[src/rtl/aes_shiftrows_pipe.sv]
// ShiftRows / InvShiftRows permutation for Rijndael states of 4, 6 or 8 columns,
// followed by a 1- or 2-deep valid/ready register pipeline carrying a sideband tag.
module aes_shiftrows_pipe #(
   parameter int NB     = 4,
   parameter int STAGES = 1,
   parameter int TAG_W  = 8
) (
   input  logic                clk,
   input  logic                rst_n,
   input  logic                in_valid,
   output logic                in_ready,
   input  logic [32*NB-1:0]    in_data,
   input  logic                in_inv,
   input  logic [TAG_W-1:0]    in_tag,
   output logic                out_valid,
   input  logic                out_ready,
   output logic [32*NB-1:0]    out_data,
   output logic [TAG_W-1:0]    out_tag,
   output logic                busy
);

   localparam int DATA_W = 32 * NB;

   if (!(NB == 4 || NB == 6 || NB == 8)) begin : g_bad_nb
      $error("aes_shiftrows_pipe: NB must be 4, 6 or 8");
   end
   if (!(STAGES == 1 || STAGES == 2)) begin : g_bad_stages
      $error("aes_shiftrows_pipe: STAGES must be 1 or 2");
   end
   if (TAG_W < 1) begin : g_bad_tag
      $error("aes_shiftrows_pipe: TAG_W must be at least 1");
   end

   logic [DATA_W-1:0] fwd_data;
   logic [DATA_W-1:0] inv_data;
   logic [DATA_W-1:0] perm_data;

   // Byte k = r + 4c sits at the MSB end; NB = 8 uses the wider row offsets 0,1,3,4.
   for (genvar gi = 0; gi < NB; gi++) begin : g_col
      for (genvar gr = 0; gr < 4; gr++) begin : g_row
         localparam int SH    = (NB == 8 && gr >= 2) ? gr + 1 : gr;
         localparam int SRC_F = (gi + SH) % NB;
         localparam int SRC_I = (gi - SH + NB) % NB;
         assign fwd_data[DATA_W-1-8*(gr+4*gi) -: 8] = in_data[DATA_W-1-8*(gr+4*SRC_F) -: 8];
         assign inv_data[DATA_W-1-8*(gr+4*gi) -: 8] = in_data[DATA_W-1-8*(gr+4*SRC_I) -: 8];
      end
   end

   assign perm_data = in_inv ? inv_data : fwd_data;

   logic                             init_done_q;
   logic [STAGES-1:0]                valid_q;
   logic [STAGES-1:0][DATA_W-1:0]    data_q;
   logic [STAGES-1:0][TAG_W-1:0]     tag_q;

   logic [STAGES:0]                  ready_c;
   logic [STAGES-1:0]                valid_d;
   logic [STAGES-1:0][DATA_W-1:0]    data_d;
   logic [STAGES-1:0][TAG_W-1:0]     tag_d;

   // Ready ripples back from the output: a stage is free if empty or draining.
   always_comb begin
      ready_c         = '0;
      ready_c[STAGES] = out_ready;
      for (int i = STAGES - 1; i >= 0; i--) begin
         ready_c[i] = !valid_q[i] || ready_c[i+1];
      end
   end

   always_comb begin
      valid_d    = '0;
      data_d     = '0;
      tag_d      = '0;
      valid_d[0] = in_valid && init_done_q;
      data_d[0]  = perm_data;
      tag_d[0]   = in_tag;
      for (int i = 1; i < STAGES; i++) begin
         valid_d[i] = valid_q[i-1];
         data_d[i]  = data_q[i-1];
         tag_d[i]   = tag_q[i-1];
      end
   end

   // Data and tag only move with a real transfer, so nothing uncaptured reaches the output.
   always_ff @(posedge clk or negedge rst_n) begin
      if (!rst_n) begin
         init_done_q <= 1'b0;
         valid_q     <= '0;
         data_q      <= '0;
         tag_q       <= '0;
      end else begin
         init_done_q <= 1'b1;
         for (int i = 0; i < STAGES; i++) begin
            if (ready_c[i]) begin
               valid_q[i] <= valid_d[i];
               if (valid_d[i]) begin
                  data_q[i] <= data_d[i];
                  tag_q[i]  <= tag_d[i];
               end
            end
         end
      end
   end

   assign in_ready  = init_done_q && ready_c[0];
   assign out_valid = valid_q[STAGES-1];
   assign out_data  = data_q[STAGES-1];
   assign out_tag   = tag_q[STAGES-1];
   assign busy      = |valid_q;

endmodule

[config.mk]
export PLATFORM = sky130hd
export DESIGN_NAME = aes_shiftrows_pipe
export DESIGN_NICKNAME = d
export VERILOG_FILES = /design/src/rtl/aes_shiftrows_pipe.sv
export SDC_FILE = /design/constraint.sdc
export NUM_CORES = 1
export LEC_CHECK = 0
export CAP_MARGIN = 5
export CORE_MARGIN = 2
export CORE_UTILIZATION = 30
export CTS_BUF_LIST = sky130_fd_sc_hd__clkbuf_8 sky130_fd_sc_hd__clkbuf_16
export CTS_CLUSTER_DIAMETER = 50
export DETAILED_ROUTE_END_ITERATION = 7
export PLACE_DENSITY = 0.67
export RECOVER_POWER = 100
export SETUP_SLACK_MARGIN = 0.4
export SYNTH_ARGS = -nofsm -noshare
export SYNTH_HDL_FRONTEND = slang
export SYNTH_SLANG_ARGS = --single-unit
[constraint.sdc]
create_clock -name clk -period 1.6 [get_ports clk]
set_clock_uncertainty 0.15 [all_clocks]
set_input_delay 0.16 -clock clk [delete_from_list [all_inputs] [get_ports clk]]
set_output_delay 0.16 -clock clk [all_outputs]
set_load 0.02 [all_outputs]
* Word level (Yosys, flattened, before mapping)
Cells that the tools add are included.
Cells by class: muxes and demuxes 1, reductions and logical operators 5
Operator list (count):
- 120-bit two-way mux | 1
- 1-bit logical AND | 2
- 2-bit AND reduction | 1
- 1-bit logical NOT | 1
- 1-bit logical OR | 1
Word-level totals: flip-flop bits (word level) 138, input port bits 141, output and inout port bits 139, logic and storage cells 10

* Logic depth before layout (Yosys ltp)
depth in word-level cells 3, mapped depth 6, gate-level depth less buffers 3

* Least setup slack after synthesis
No wires, ideal clock.
path type register to register, start register valid_q, in the netlist busy, end register data_q (netlist bit out_data[100]), period minus slack after synthesis 1694 ps, buffers on the path 3, arrival time 1419 ps, slack -94 ps, setup time 125 ps, stages on the path, launching flop included 7, required time 1325 ps, cells stage by stage dfrtp_1 nand2b_4 nor2b_4 buf_6 buf_6 buf_6 mux2_4
Between the ends: word-level cells in the longest chain between the ends 3
Ends and longest elaborated chain:
- start: declaration | RTL line 52 | logic [STAGES-1:0] valid_q;
- start signal: indexed assignment | RTL line 95 | valid_q[i] <= valid_d[i];
- 1-bit logical NOT | RTL line 66 | ready_c[i] = !valid_q[i] || ready_c[i+1];
- 1-bit logical OR | RTL line 66
- 2-bit AND reduction (no line)
- end signal: indexed assignment | RTL line 97 | data_q[i] <= data_d[i];
- end: declaration | RTL line 53 | logic [STAGES-1:0][DATA_W-1:0] data_q;
Every way passes these cells. A chain may end at the register's enable or synchronous reset.

* Final worst setup path
start register valid_q, in the netlist busy, end register tag_q (netlist bit out_tag[5])
Between the ends: word-level cells in the longest chain between the ends 3
Ends and longest elaborated chain:
- 1-bit logical NOT | RTL line 66
- 1-bit logical OR | RTL line 66
- 2-bit AND reduction (no line)
- end signal: indexed assignment | RTL line 98 | tag_q[i] <= tag_d[i];
- end: declaration | RTL line 54 | logic [STAGES-1:0][TAG_W-1:0] tag_q;
Every way passes these cells.

==> reports/metrics.cfg <==
[logic_synthesis]
synth-seq-cells = 138
avgSynthCellArea_um2 = 16.5
synth_warnings = 0
ys_types = 11
ys_seq_area_share_pct = 57.0
synth_top_area_share_pct = 57.0
synth_nets = 508
synth_top_cell_by_area = dfrtp_1
syn_inst = 367
yosys-top-cells-area = dfrtp_1 (57%), mux2_2 (30%), mux2_4 (9.9%)
syn_area_mm2 = 0.00606

[sta]
finalHoldViolCount = 0
worst_slew_pin_slew_ns = 0.729
min_period_ns = 1.66
rsz0062_at_grt = true
setup_slack_ns = -0.0554
hold_slack_ns = 0.198
maxSlewViolCount = 0
period_share_pct = 103
slew_headroom_pct = 51.4
fmax_ghz = 0.604
setup_viol = 101

[clocking]
htree_levels = 4
clock_latency_ns = 0.41
clk_path_buf_depth = 2
cts_root_buffer = clkbuf_16
tritoncts = done
cts_made_buffers = 17
path_clk_slew_ns = 0.06
cts.sinks = 138

[cells_and_area]
drive_gt1_share_pct = 43.2
final_util_pct = 48.9
num-fill-cells = 1828
n_antenna_cell = 0
final_common_cell = clkdlybuf4s50_1
layout_common_cells = clkdlybuf4s50_1 (138), dfrtp_1 (137), clkbuf_1 (137)
syn_to_final_growth_pct = 58.7
fin_nets = 866

[setup_path]
ff2ff_setup_slack_ns = -0.06
worstPathRequired_ns = 1.75
crit_end = out_tag[5]
crit_arrival_ns = 1.80
cp_max_fo = 17
cp-start-kind = flop
r2r_cells = 5
path_class = reg2reg
cp-end-kind = flop
r2r-end = out_tag[5]
rr_startpoint = busy
startpoint = busy

[grt]
grt_overflow = 0
grt_max_degree = 50
grt_usage_pct = 16.2
grt_antenna_before_repair = 0
grt_pass1_wl_um = 27200
grt_pass1_vias = 4853

[detailed_routing]
drc = 0
drt_wl_total_um = 17400
post_drt_wl_per_cell_um = 17.3
num_vias = 4439
ant_nets = 0
first_pass_iters = 5
drtIter0Drc = 92
viasPerCell = 4.43

[place]
io_buffers = 279
gp_congestion = 0.772
dpl.hpwl_um = 12300
post-place-ws_ns = -0.341

[floorplan]
ioPinCount = 280
core_area_mm2 = 0.0197
die_area_mm2 = 0.0213
start_util_pct = 30.8
die_w_um = 146
die_h_um = 146
rows = 51

[run_status]
violations = negative setup slack
status = finished, violations left

[run]
max-cap-violations = 0

[power_and_ir_drop]
ir_drop_v = 0.000673
leakagePower_uw = 0.00412
cellPowerDensity_mw_per_mm2 = 1250

[min_path]
hold_path_class = in2async

==> flip-flops by register name, summed over array words and instances, names as in the netlist <==
register     count
busy             1
out_tag          8
init_done_q      1
out_data       128
==> cells in the mapped netlist, drive strengths merged <==
cell type,number
nand2,2
mux2,200
nor2b,1
nand2b,1
buf,23
dfrtp,138
conb,1
and2,1
==> report_power, final <==
part           leakage, uW  total, uW  internal (uW)  switching [uW]
registers          0.00162       4540           4160             371
logic              0.00221       3580           1780            1800
clock network     0.000291       3860           2360            1500
==> stage by stage <==
stage / power, uW / instances / area [um2] / TNS, ns
after floorplan: 6410 / 367 / 6080 / -1.97
after global placement: 8470 / 915 / 9340 / -39.44
after detailed placement: 8560 / 915 / 9340 / -39.59
after CTS: 13100 / 984 / 10500 / -3.79
after global routing: 12600 / 1003 / 9610 / -8.00
final: 12000 / 1003 / 9610 / -2.54
==> metal layers <==
metal / GRT usage [%] / share of wire [%]
met1: 18.2 / 39
met2: 28.0 / 51
met3: 6.38 / 7.3
met4: 5.87 / 2.6
met5: 0 / 0
==> final cells by class <==
class / count / area (um2) / share of cell area [%]
clock buffers: 19 / 453 / 4.71
repair buffers: 362 / 2690 / 28.0
flip-flops and latches: 138 / 3450 / 35.9
well taps: 265 / 332 / 3.45
clock inverters: 13 / 129 / 1.34
multi-input cells: 206 / 2550 / 26.6
==> how the worst min path moves through the flow <==
stage | startpoint | to | depth (start not counted)
4_1_cts | rst_n | out_data[78] | 2
5_1_grt | in_tag[1] | out_tag[1] | 2
6_report | rst_n | out_data[78] | 2
3_5_place_dp | rst_n | out_data[78] | 1
2_1_floorplan | rst_n | busy | 0
3_3_place_gp | rst_n | out_data[78] | 1
==> cell families (layout without fill, tap and decap cells) <==
group                  Yosys count  in the layout  synth area share (%)
muxes                          200            200                  39.7
DFF                            138            138                  57.0
buffers and inverters           23            394                  2.56
and+or+nand+nor                  5              5                 0.682
other                            1              1                0.0619
==> timing repair <==
action                                  CTS  global route
resized for setup                       865             7
gates cloned                              1             0
pin swaps                                 0             0
hold buffers                              1             0
endpoints found under the setup margin  275           275
buffers inserted                         35            19
endpoints found under the hold margin   138             0
==> critical path: stages, from the launching register on <==
cell and delay (ns):
dfrtp_2 0.42, nand2b_4 0.08, nor2b_4 0.21, buf_12 0.16
buf_12 0.17, mux2_2 0.35
No activity file was read; power rests on OpenSTA's default activity.
